$ cat src/rtl/trig_seq_pkg.sv
// rtl/trig_seq_pkg.sv - shared constants and helpers for the trigger sequencer
// Purpose: FSM state encodings, edge-type encodings and stage-slice helpers
//          used by trig_seq and trig_stage_match.
// Ports:   none (package).
package trig_seq_pkg;

  // FSM state encoding
  localparam logic [1:0] ST_IDLE  = 2'd0;
  localparam logic [1:0] ST_ARMED = 2'd1;
  localparam logic [1:0] ST_RUN   = 2'd2;
  localparam logic [1:0] ST_DONE  = 2'd3;

  // Edge qualifier polarity
  localparam logic EDGE_RISING  = 1'b1;
  localparam logic EDGE_FALLING = 1'b0;

  // Width of one edge-channel index slice in cfg_edge_chan
  localparam int EDGE_CHAN_W = 8;

  // Low bit of stage `stage` inside a flattened per-stage config vector
  function automatic int stage_lo(input int stage, input int width);
    return stage * width;
  endfunction

endpackage

$ cat src/rtl/trig_stage_match.sv
// rtl/trig_stage_match.sv - combinational match evaluator for one trigger stage
// Purpose: decides whether the current sample satisfies one stage condition
//          (masked pattern compare plus optional edge qualifier).
// Ports:
//   sample      in  SAMPLE_WIDTH  current sample
//   prev_sample in  SAMPLE_WIDTH  previous valid sample
//   pattern     in  SAMPLE_WIDTH  desired channel values
//   care        in  SAMPLE_WIDTH  1 = compare channel
//   edge_chan   in  8             channel index for the edge qualifier
//   edge_en     in  1             edge qualifier enable
//   edge_type   in  1             1 = rising, 0 = falling
//   match       out 1             stage condition holds
module trig_stage_match
  import trig_seq_pkg::*;
#(
  parameter int SAMPLE_WIDTH = 16
) (
  input  logic [SAMPLE_WIDTH-1:0] sample,
  input  logic [SAMPLE_WIDTH-1:0] prev_sample,
  input  logic [SAMPLE_WIDTH-1:0] pattern,
  input  logic [SAMPLE_WIDTH-1:0] care,
  input  logic [EDGE_CHAN_W-1:0]  edge_chan,
  input  logic                    edge_en,
  input  logic                    edge_type,
  output logic                    match
);

  logic cur_bit;
  logic prev_bit;
  logic chan_ok;
  logic edge_hit;
  logic pattern_ok;

  // Select the edge channel by comparison rather than by indexing so an
  // out-of-range channel simply leaves chan_ok low and the stage never matches.
  always_comb begin
    cur_bit  = 1'b0;
    prev_bit = 1'b0;
    chan_ok  = 1'b0;
    for (int i = 0; i < SAMPLE_WIDTH; i++) begin
      if (edge_chan == EDGE_CHAN_W'(i)) begin
        cur_bit  = sample[i];
        prev_bit = prev_sample[i];
        chan_ok  = 1'b1;
      end
    end
  end

  always_comb begin
    pattern_ok = (((sample ^ pattern) & care) == '0);
    if (edge_type == EDGE_RISING) begin
      edge_hit = chan_ok && !prev_bit && cur_bit;
    end else begin
      edge_hit = chan_ok && prev_bit && !cur_bit;
    end
    match = pattern_ok && (!edge_en || edge_hit);
  end

endmodule

$ cat src/rtl/trig_seq.sv
// rtl/trig_seq.sv - multi-stage trigger sequencer for the logic capture path
// Purpose: steps through up to NUM_STAGES ordered trigger conditions on the
//          synchronised sample stream and fires a final trigger when the last
//          configured stage is satisfied. Configuration is shadowed on arm.
// Optional: define TRIG_SEQ_TIMEOUT_EN to add cfg_timeout and restart the
//           sequence after cfg_timeout valid samples spent in stages >= 1.
// Ports:
//   clk, reset            clock, synchronous active-high reset
//   arm, abort            start/restart and cancel pulses (abort wins)
//   sample_valid/_data    sample stream
//   cfg_*                 per-stage configuration, sampled on arm
//   cfg_timeout           (TRIG_SEQ_TIMEOUT_EN only) restart timeout
//   busy                  high in ARMED or RUN
//   trig_pulse            one-cycle final trigger
//   trig_latched          sticky trigger until arm/abort/reset
//   cur_stage             active stage index
//   match_count           matches accumulated in the active stage
module trig_seq
  import trig_seq_pkg::*;
#(
  parameter int SAMPLE_WIDTH = 16,
  parameter int NUM_STAGES   = 4,
  parameter int COUNT_WIDTH  = 16,
  localparam int STAGE_W     = $clog2(NUM_STAGES)
) (
  input  logic                                clk,
  input  logic                                reset,
  input  logic                                arm,
  input  logic                                abort,
  input  logic                                sample_valid,
  input  logic [SAMPLE_WIDTH-1:0]             sample_data,
  input  logic [NUM_STAGES*SAMPLE_WIDTH-1:0]  cfg_pattern,
  input  logic [NUM_STAGES*SAMPLE_WIDTH-1:0]  cfg_care,
  input  logic [NUM_STAGES*EDGE_CHAN_W-1:0]   cfg_edge_chan,
  input  logic [NUM_STAGES-1:0]               cfg_edge_en,
  input  logic [NUM_STAGES-1:0]               cfg_edge_type,
  input  logic [NUM_STAGES*COUNT_WIDTH-1:0]   cfg_count,
  input  logic [STAGE_W-1:0]                  cfg_last_stage,
`ifdef TRIG_SEQ_TIMEOUT_EN
  input  logic [COUNT_WIDTH-1:0]              cfg_timeout,
`endif
  output logic                                busy,
  output logic                                trig_pulse,
  output logic                                trig_latched,
  output logic [STAGE_W-1:0]                  cur_stage,
  output logic [COUNT_WIDTH-1:0]              match_count
);

  // Shadow configuration
  logic [NUM_STAGES*SAMPLE_WIDTH-1:0] pattern_q, pattern_d;
  logic [NUM_STAGES*SAMPLE_WIDTH-1:0] care_q, care_d;
  logic [NUM_STAGES*EDGE_CHAN_W-1:0]  edge_chan_q, edge_chan_d;
  logic [NUM_STAGES-1:0]              edge_en_q, edge_en_d;
  logic [NUM_STAGES-1:0]              edge_type_q, edge_type_d;
  logic [NUM_STAGES*COUNT_WIDTH-1:0]  count_q, count_d;
  logic [STAGE_W-1:0]                 last_stage_q, last_stage_d;

  // Sequencer state
  logic [1:0]              state_q, state_d;
  logic [STAGE_W-1:0]      cur_stage_q, cur_stage_d;
  logic [COUNT_WIDTH-1:0]  match_count_q, match_count_d;
  logic [SAMPLE_WIDTH-1:0] prev_sample_q, prev_sample_d;
  logic                    trig_pulse_q, trig_pulse_d;
  logic                    trig_latched_q, trig_latched_d;

`ifdef TRIG_SEQ_TIMEOUT_EN
  logic [COUNT_WIDTH-1:0]  timeout_q, timeout_d;
  logic [COUNT_WIDTH-1:0]  timeout_cnt_q, timeout_cnt_d;
  logic [COUNT_WIDTH-1:0]  timeout_inc;
`endif

  // Active-stage configuration selected by cur_stage
  logic [SAMPLE_WIDTH-1:0] sel_pattern;
  logic [SAMPLE_WIDTH-1:0] sel_care;
  logic [EDGE_CHAN_W-1:0]  sel_edge_chan;
  logic                    sel_edge_en;
  logic                    sel_edge_type;
  logic [COUNT_WIDTH-1:0]  sel_count;
  logic [COUNT_WIDTH-1:0]  sel_target;
  logic                    stage_match;
  logic [COUNT_WIDTH-1:0]  count_inc;
  logic                    stage_done;

  logic load_cfg;
  assign load_cfg = arm && !abort;

  always_comb begin
    pattern_d    = pattern_q;
    care_d       = care_q;
    edge_chan_d  = edge_chan_q;
    edge_en_d    = edge_en_q;
    edge_type_d  = edge_type_q;
    count_d      = count_q;
    last_stage_d = last_stage_q;
    if (load_cfg) begin
      pattern_d   = cfg_pattern;
      care_d      = cfg_care;
      edge_chan_d = cfg_edge_chan;
      edge_en_d   = cfg_edge_en;
      edge_type_d = cfg_edge_type;
      count_d     = cfg_count;
      // Only reachable when NUM_STAGES is not a power of two
      if (int'(cfg_last_stage) >= NUM_STAGES) begin
        last_stage_d = STAGE_W'(NUM_STAGES - 1);
      end else begin
        last_stage_d = cfg_last_stage;
      end
    end
  end

  always_comb begin
    sel_pattern   = '0;
    sel_care      = '0;
    sel_edge_chan = '0;
    sel_edge_en   = 1'b0;
    sel_edge_type = 1'b0;
    sel_count     = '0;
    for (int s = 0; s < NUM_STAGES; s++) begin
      if (cur_stage_q == STAGE_W'(s)) begin
        sel_pattern   = pattern_q[stage_lo(s, SAMPLE_WIDTH) +: SAMPLE_WIDTH];
        sel_care      = care_q[stage_lo(s, SAMPLE_WIDTH) +: SAMPLE_WIDTH];
        sel_edge_chan = edge_chan_q[stage_lo(s, EDGE_CHAN_W) +: EDGE_CHAN_W];
        sel_edge_en   = edge_en_q[s];
        sel_edge_type = edge_type_q[s];
        sel_count     = count_q[stage_lo(s, COUNT_WIDTH) +: COUNT_WIDTH];
      end
    end
    // A programmed count of zero behaves as one
    sel_target = (sel_count == '0) ? COUNT_WIDTH'(1) : sel_count;
  end

  trig_stage_match #(
    .SAMPLE_WIDTH(SAMPLE_WIDTH)
  ) u_match (
    .sample      (sample_data),
    .prev_sample (prev_sample_q),
    .pattern     (sel_pattern),
    .care        (sel_care),
    .edge_chan   (sel_edge_chan),
    .edge_en     (sel_edge_en),
    .edge_type   (sel_edge_type),
    .match       (stage_match)
  );

  always_comb begin
    state_d        = state_q;
    cur_stage_d    = cur_stage_q;
    match_count_d  = match_count_q;
    prev_sample_d  = prev_sample_q;
    trig_pulse_d   = 1'b0;
    trig_latched_d = trig_latched_q;
    count_inc      = match_count_q + COUNT_WIDTH'(1);
    stage_done     = 1'b0;
`ifdef TRIG_SEQ_TIMEOUT_EN
    timeout_d      = timeout_q;
    timeout_cnt_d  = timeout_cnt_q;
    timeout_inc    = timeout_cnt_q + COUNT_WIDTH'(1);
`endif

    if (abort) begin
      state_d        = ST_IDLE;
      cur_stage_d    = '0;
      match_count_d  = '0;
      trig_latched_d = 1'b0;
`ifdef TRIG_SEQ_TIMEOUT_EN
      timeout_cnt_d  = '0;
`endif
    end else if (arm) begin
      state_d        = ST_ARMED;
      cur_stage_d    = '0;
      match_count_d  = '0;
      trig_latched_d = 1'b0;
`ifdef TRIG_SEQ_TIMEOUT_EN
      timeout_d      = cfg_timeout;
      timeout_cnt_d  = '0;
`endif
    end else if (sample_valid) begin
      case (state_q)
        ST_ARMED: begin
          // First sample only seeds the edge history
          prev_sample_d = sample_data;
          state_d       = ST_RUN;
        end
        ST_RUN: begin
          prev_sample_d = sample_data;
          if (stage_match) begin
            if (count_inc == sel_target) begin
              if (cur_stage_q == last_stage_q) begin
                match_count_d  = count_inc;
                trig_pulse_d   = 1'b1;
                trig_latched_d = 1'b1;
                state_d        = ST_DONE;
              end else begin
                cur_stage_d   = cur_stage_q + STAGE_W'(1);
                match_count_d = '0;
                stage_done    = 1'b1;
              end
            end else if (match_count_q != '1) begin
              match_count_d = count_inc;
            end
          end
`ifdef TRIG_SEQ_TIMEOUT_EN
          // A stage advance takes priority over an expiring timeout
          if (stage_done) begin
            timeout_cnt_d = '0;
          end else if ((cur_stage_q != '0) && (state_d == ST_RUN)) begin
            if ((timeout_q != '0) && (timeout_inc == timeout_q)) begin
              cur_stage_d   = '0;
              match_count_d = '0;
              timeout_cnt_d = '0;
            end else if (timeout_cnt_q != '1) begin
              timeout_cnt_d = timeout_inc;
            end
          end
`endif
        end
        default: begin
        end
      endcase
    end
  end

  always_ff @(posedge clk) begin
    if (reset) begin
      pattern_q      <= '0;
      care_q         <= '0;
      edge_chan_q    <= '0;
      edge_en_q      <= '0;
      edge_type_q    <= '0;
      count_q        <= '0;
      last_stage_q   <= '0;
      state_q        <= ST_IDLE;
      cur_stage_q    <= '0;
      match_count_q  <= '0;
      prev_sample_q  <= '0;
      trig_pulse_q   <= 1'b0;
      trig_latched_q <= 1'b0;
`ifdef TRIG_SEQ_TIMEOUT_EN
      timeout_q      <= '0;
      timeout_cnt_q  <= '0;
`endif
    end else begin
      pattern_q      <= pattern_d;
      care_q         <= care_d;
      edge_chan_q    <= edge_chan_d;
      edge_en_q      <= edge_en_d;
      edge_type_q    <= edge_type_d;
      count_q        <= count_d;
      last_stage_q   <= last_stage_d;
      state_q        <= state_d;
      cur_stage_q    <= cur_stage_d;
      match_count_q  <= match_count_d;
      prev_sample_q  <= prev_sample_d;
      trig_pulse_q   <= trig_pulse_d;
      trig_latched_q <= trig_latched_d;
`ifdef TRIG_SEQ_TIMEOUT_EN
      timeout_q      <= timeout_d;
      timeout_cnt_q  <= timeout_cnt_d;
`endif
    end
  end

  assign busy         = (state_q == ST_ARMED) || (state_q == ST_RUN);
  assign trig_pulse   = trig_pulse_q;
  assign trig_latched = trig_latched_q;
  assign cur_stage    = cur_stage_q;
  assign match_count  = match_count_q;

endmodule

$ cat config.mk
export PLATFORM = sky130hd
export DESIGN_NAME = trig_seq
export DESIGN_NICKNAME = d
export VERILOG_FILES = /design/src/rtl/trig_seq_pkg.sv /design/src/rtl/trig_stage_match.sv /design/src/rtl/trig_seq.sv
export SDC_FILE = /design/constraint.sdc
export NUM_CORES = 1
export LEC_CHECK = 0
export ABC_AREA = 0
export BUFFER_PORTS_ARGS = -buffer_cell sky130_fd_sc_hd__clkbuf_2
export CORE_UTILIZATION = 23
export DETAILED_ROUTE_END_ITERATION = 8
export GPL_ROUTABILITY_DRIVEN = 0
export PLACE_DENSITY = 0.5
export SLEW_MARGIN = 20
export SYNTH_ARGS = -nofsm -noshare
export SYNTH_HDL_FRONTEND = slang
export SYNTH_HIERARCHICAL = 1
export SYNTH_SLANG_ARGS = --single-unit
$ cat constraint.sdc
create_clock -name clk -period 6.1 [get_ports clk]
set_input_delay 0.305 -clock clk [delete_from_list [all_inputs] [get_ports clk]]
set_output_delay 0.305 -clock clk [all_outputs]
set_load 0.005 [all_outputs]
# After elaboration in Yosys (flattened, before gate mapping)

Cells that the tools add are included.

Reductions and logical operators: 30
Bitwise gates (word level): 9
Equality and inequality tests: 29
Add/sub/neg operators: 2
Mux-type cells: 84

Operators by type and width:

| cell                                                | number |
|---|---|
| two-way mux 16 bit                                  | 16 |
| equality test 8 x 4 -> 1 bit, second input constant | 8 |
| two-way mux 1 bit                                   | 60 |
| equality test 8 x 3 -> 1 bit, second input constant | 4 |
| logical NOT 16 bit                                  | 2 |
| two-way mux 8 bit                                   | 4 |
| AND reduction 5 bit                                 | 4 |
| adder 16 x 1 -> 16 bit, second input constant       | 1 |
| bitwise AND 16 bit                                  | 1 |
| equality test 16 bit                                | 1 |
| equality test 8 x 2 -> 1 bit, second input constant | 2 |
| != test 16 bit, second input constant               | 1 |
| XOR 16 bit                                          | 1 |
| != test 3 bit, second input constant                | 3 |
| equality test 8 x 1 -> 1 bit, second input constant | 1 |
| logical NOT 8 bit                                   | 1 |
| AND reduction 4 bit                                 | 2 |
| NOT 1 bit                                           | 7 |
| OR reduction 7 bit                                  | 1 |
| equality test 2 bit, second input constant          | 3 |
| logical AND 1 bit                                   | 6 |
| two-way mux 2 bit                                   | 3 |
| != test 2 bit, second input constant                | 3 |
| nonzero test 2 bit                                  | 3 |
| other kinds (10)                                    | 16 |

Output and inout port bits: 21
Logic and storage cells: 168
Register bits after elaboration: 272
Input port bits: 255

# Logic depth before layout (Yosys ltp)

Depth in word-level cells: 32
Depth in mapped cells: 24
Mapped depth without buffers: 18

# Cells and area by module

The synthesis kept the hierarchy.

By module, submodules not included:

| module           | seq. area each (µm²) | cells each | area an instance (µm²) | times used |
|---|---|---|---|---|
| trig_seq         | 5445.2               | 1706       | 12184.2                | 1 |
| trig_stage_match | 0.0                  | 70         | 613.1                  | 1 |

# Least setup slack after synthesis

OpenSTA, ideal clock, no wires.

Kind: register -> register
Start point: register cur_stage_q[0], in the netlist cur_stage[0]
End point: register match_count_q[10], in the netlist match_count[10]
Setup slack: 1.606 ns
Cell stages (with the launch flop): 19
Buffers on the path: 6
Period minus slack after synthesis: 4.494 ns
Setup time: 0.117 ns
Arrival time: 4.376 ns
Required time: 5.983 ns
Cell sequence: dfxtp_1 -> ha_1 -> buf_2 -> buf_2 -> buf_1 -> buf_1 -> a21oi_1 -> nor2_1 -> a21oi_1 -> o21ai_0 -> buf_6 -> mux4_2 -> or3_1 -> a211o_1 -> a31oi_1 -> nand3_1 -> clkbuf_1 -> a211o_1 -> a32o_1

Word-level cells in the longest chain between the ends: 29
Elaborated cells on any way between the ends: 113
Classes of those cells: eq/ne: 20; mux: 76; bitwise: 2; reduce/logical: 15

RTL lines:

| item                                   | RTL line               | source |
|---|---|---|
| from (decl)                            | trig_seq.sv:60         | `logic [STAGE_W-1:0] cur_stage_q, cur_stage_d;` |
| from (signal assigned)                 | trig_seq.sv:251        | `cur_stage_q <= cur_stage_d;` |
| logical NOT 2 bit                      | trig_seq.sv:119        | `if (cur_stage_q == STAGE_W'(s)) begin` |
| two-way mux 8 bit (3 in a row)         | trig_seq.sv:119        |  |
| two-way mux 8 bit *                    | trig_seq.sv:119        |  |
| via sel_edge_chan[0]                   | trig_seq.sv:75         | `logic [EDGE_CHAN_W-1:0] sel_edge_chan;` |
| logical NOT 8 bit                      | trig_stage_match.sv:41 | `if (edge_chan == EDGE_CHAN_W'(i)) begin` |
| two-way mux 1 bit (16 in a row)        | trig_stage_match.sv:41 |  |
| logical NOT 1 bit                      | trig_stage_match.sv:52 | `edge_hit = chan_ok && !prev_bit && cur_bit;` |
| logical AND 1 bit (2 in a row)         | trig_stage_match.sv:52 |  |
| two-way mux 1 bit *                    | trig_stage_match.sv:51 | `if (edge_type == EDGE_RISING) begin` |
| logical OR 1 bit *                     | trig_stage_match.sv:56 | `match = pattern_ok && (!edge_en \|\| edge_hit);` |
| logical AND 1 bit *                    | trig_stage_match.sv:56 |  |
| via stage_match                        | trig_seq.sv:80         | `logic stage_match;` |
| AND reduction 4 bit (no source line) * | -                      |  |
| to (signal assigned)                   | trig_seq.sv:252        | `match_count_q <= match_count_d;` |
| to (decl)                              | trig_seq.sv:61         | `logic [COUNT_WIDTH-1:0] match_count_q, match_count_d;` |

Mark *: on every way through the listed nets, which the timed path passes. The rest lies on a longest branch.
A chain may end at the register's enable or synchronous reset.

# Final worst setup path

Start point: register cur_stage_q[0], in the netlist cur_stage[0]
End point: register match_count_q[5], in the netlist match_count[5]

Same word-level chain as after synthesis.

==> impl_metrics.tcl <==
set metrics [dict create \
    start_util 0.233 \
    synth-async-reset-ratio 0 \
    synth_seq_cells 272 \
    synth-warning-count 6 \
    met3_length_um 2790 \
    dr_total_vias 13100 \
    final-max-slew-violation-count 0 \
    cts_max_level 2 \
    grt.overflow.total 0 \
    grt_usage 0.168 \
    cts_tree "done" \
    status "complete, no violations" \
    tightest_slew_ps 1260 \
    power.leakage_nw 6.59 \
    syn_area_mm2 0.0128 \
    drt_first_pass_iters 6 \
    synth-main-ff-cell "dfxtp_1" \
    core_mm2 0.0550 \
    clock-root-buffer "clkbuf_16" \
    period_needed_ps 5510 \
    cp.arrival_ps 5960 \
    fillCellCount 5975 \
    route.detailed.drc 0 \
    die_h_um 238 \
    final_antenna_net_count 0 \
    end_kind "flop" \
    finalPower_mw 4.36 \
    antenna_found_initial 3 \
    fin_nets 2359 \
    clock_skew_ps 12.6 \
    finalWirelength_um 49000 \
    ios 276 \
    port_buffers 275 \
    grt_max_degree 189 \
    synth-edff-count 0 \
    cp_max_fo 38 \
    worstSetupPathType "reg -> reg" \
    synth.net_count 2038 \
    wl_met1_um 21800 \
    cts.sinks 272 \
    timing.fmax_mhz 182 \
    rsz0062_at_grt "false" \
    synth_top_cell_by_area "dfxtp_1" \
    relSlewSlack 0.154 \
    num_rows 86 \
    wl_per_cell_um 17.1 \
    fin_crit_sh 0.903 \
    vias_per_cell 4.56 \
    power.density_mw_per_mm2 254 \
    critical_path_required_ps 6550 \
    grt_pass1_wl_um 73600 \
    layout-drive-gt1-share 0.174 \
    die_w_um 238 \
    clkLatencyLatePin_ps 530 \
    synthTopCellsByArea "dfxtp_1 43%, nand2_1 18%, a21oi_1 14%" \
    area_growth_pct 34.1 \
    wl_met2_um 23200 \
    start_kind "flop" \
    dieArea_mm2 0.0566 \
    hold_viol 0 \
    synth_top_area_share 0.425 \
    peakVddDrop_v 0.000140 \
    dp_hpwl_um 34600 \
    seq_area_frac_synth 0.425 \
    drv_cap 0 \
    ys_types 63 \
    clk_pin_slew_ps 60 \
    avgSynthCellArea_um2 7.21 \
    clock_path_buffers 3 \
    hold_class "in -> reg" \
    setup_tns_ps 0 \
    grt_pass1_vias 12700 \
    cts_buffers 34 \
    drt_iter0_markers 867 \
    synth_cells 1776 \
    top_layer_used "met5" \
    setup_viol 0 \
]
-- final timing paths --
kind	from	end	slack, ps	cells past startpoint
worst min-delay path	cfg_care[40]	care_q[40]	20	3
worst min register to register	edge_chan_q[24]	edge_chan_q[24]	450	2
worst max register to register	cur_stage[0]	match_count[5]	590	17
worst max-delay path	cur_stage[0]	match_count[5]	590	17
-- power by group --
group	switching [mW]	internal, mW
logic	0.263	0.211
registers	0.0389	1.85
clock network	0.784	1.21
total	1.09	3.27
-- Yosys cell counts (all sizes together), types with 4 or more instances --
master  instances
xor2           21
nor4           10
xnor2          28
a32o            4
mux2i           6
nand4          11
nand2         607
clkbuf        101
a211o           5
a22o            4
dfxtp         272
a31oi           6
o21ai          47
a211oi         14
ha              7
nand3b         16
nor2b          14
nand3          10
buf            40
nor2           96
nand2b          7
nor3           10
a221oi          4
a21oi         349
a311oi          7
or4             6
inv            13
nor3b          14
o31ai           6
mux4            4
o21a            5
-- stage by stage --
stage | utilization | area (µm²) | instances | hold WS (ps) | setup WS (ps)
floorplan | - | 12800 | 1776 | 378 | 1610
global placement | 0.268 | 14700 | 2677 | 442 | 861
detailed placement | 0.268 | 14700 | 2677 | 447 | 674
CTS | 0.312 | 17200 | 2866 | 0.376 | 619
global route | 0.312 | 17200 | 2866 | 14.3 | 166
finish | 0.312 | 17200 | 2867 | 24.2 | 592
-- layer usage --
metal / vias to the layer above / GRT usage
li1: 6577 / -
met1: 6020 / 0.218
met2: 392 / 0.285
met3: 69 / 0.0286
met4: 6 / 0.0499
met5: - / 0
-- cells by family after synthesis --
kind of cell               count (synthesis)  synth area share
adders and majority gates                  7           0.00684
AOI/OAI and AO/OA                        463             0.200
DFF                                      272             0.425
and+or+nand+nor                          819             0.269
muxes                                     12            0.0141
xor gates and xnor gates                  49            0.0341
buffers and inverters                    154            0.0506
-- critical path: stages, from the launching register on --
cell and delay [ps]:
dfxtp_1 570, inv_1 170, ha_2 480, nand2_1 180, nor2_1 50, a21oi_1 130
nor2_1 50, a21oi_1 150, o21ai_0 90, nor4_1 1070, nand2_1 180, or3_1 430
a211o_1 300, a31oi_1 330, nand3_1 240, buf_4 270, or4_1 510, a21oi_1 160
-- layout by cell type (no fill, tap or decap), types with 6 or more instances in the layout --
cell type	instances
or4_1	6
nor3_1	10
nor2b_1	13
o31ai_1	6
nand2b_1	6
dfxtp_1	272
nor4_1	9
nand3b_1	16
a21oi_1	349
a211oi_1	11
nor2_1	95
nand2_1	607
nor3b_1	13
nand3_1	10
inv_1	13
clkbuf_1	9
a31oi_1	6
buf_4	17
dlygate4sd3_1	132
mux2i_1	6
clkbuf_2	274
o21ai_0	45
clkbuf_16	35
xnor2_1	28
nand4_1	11
xor2_1	20
-- repair_timing --
item / CTS / global route
setup endpoints to repair: 0 / 0
resized for setup: 0 / 0
hold endpoints to repair: 132 / 0
hold buffers: 132 / 0
buffers inserted: 0 / 0
-- layout make-up --
| type | instances | area [µm²] | share of cell area |
|---|---|---|---|
| diodes | 1 | 2.50 | 0.000146 |
| clock buffers | 47 | 951 | 0.0554 |
| clock inverters | 10 | 133 | 0.00773 |
| inverters | 13 | 48.8 | 0.00284 |
| multi-input cells | 1350 | 6770 | 0.394 |
| flip-flops and latches | 272 | 5450 | 0.317 |
| well taps | 748 | 936 | 0.0546 |
| repair buffers | 426 | 2870 | 0.168 |
-- registers in the layout, summed over array words and instances (netlist names), 2 cells and up --
signal	cells
last_stage_q	2
pattern_q	64
edge_chan_q	32
care_q	64
count_q	64
cur_stage	2
edge_type_q	4
prev_sample_q	16
edge_en_q	4
state_q	2
match_count	16
Power figures use the tool's default switching activity.
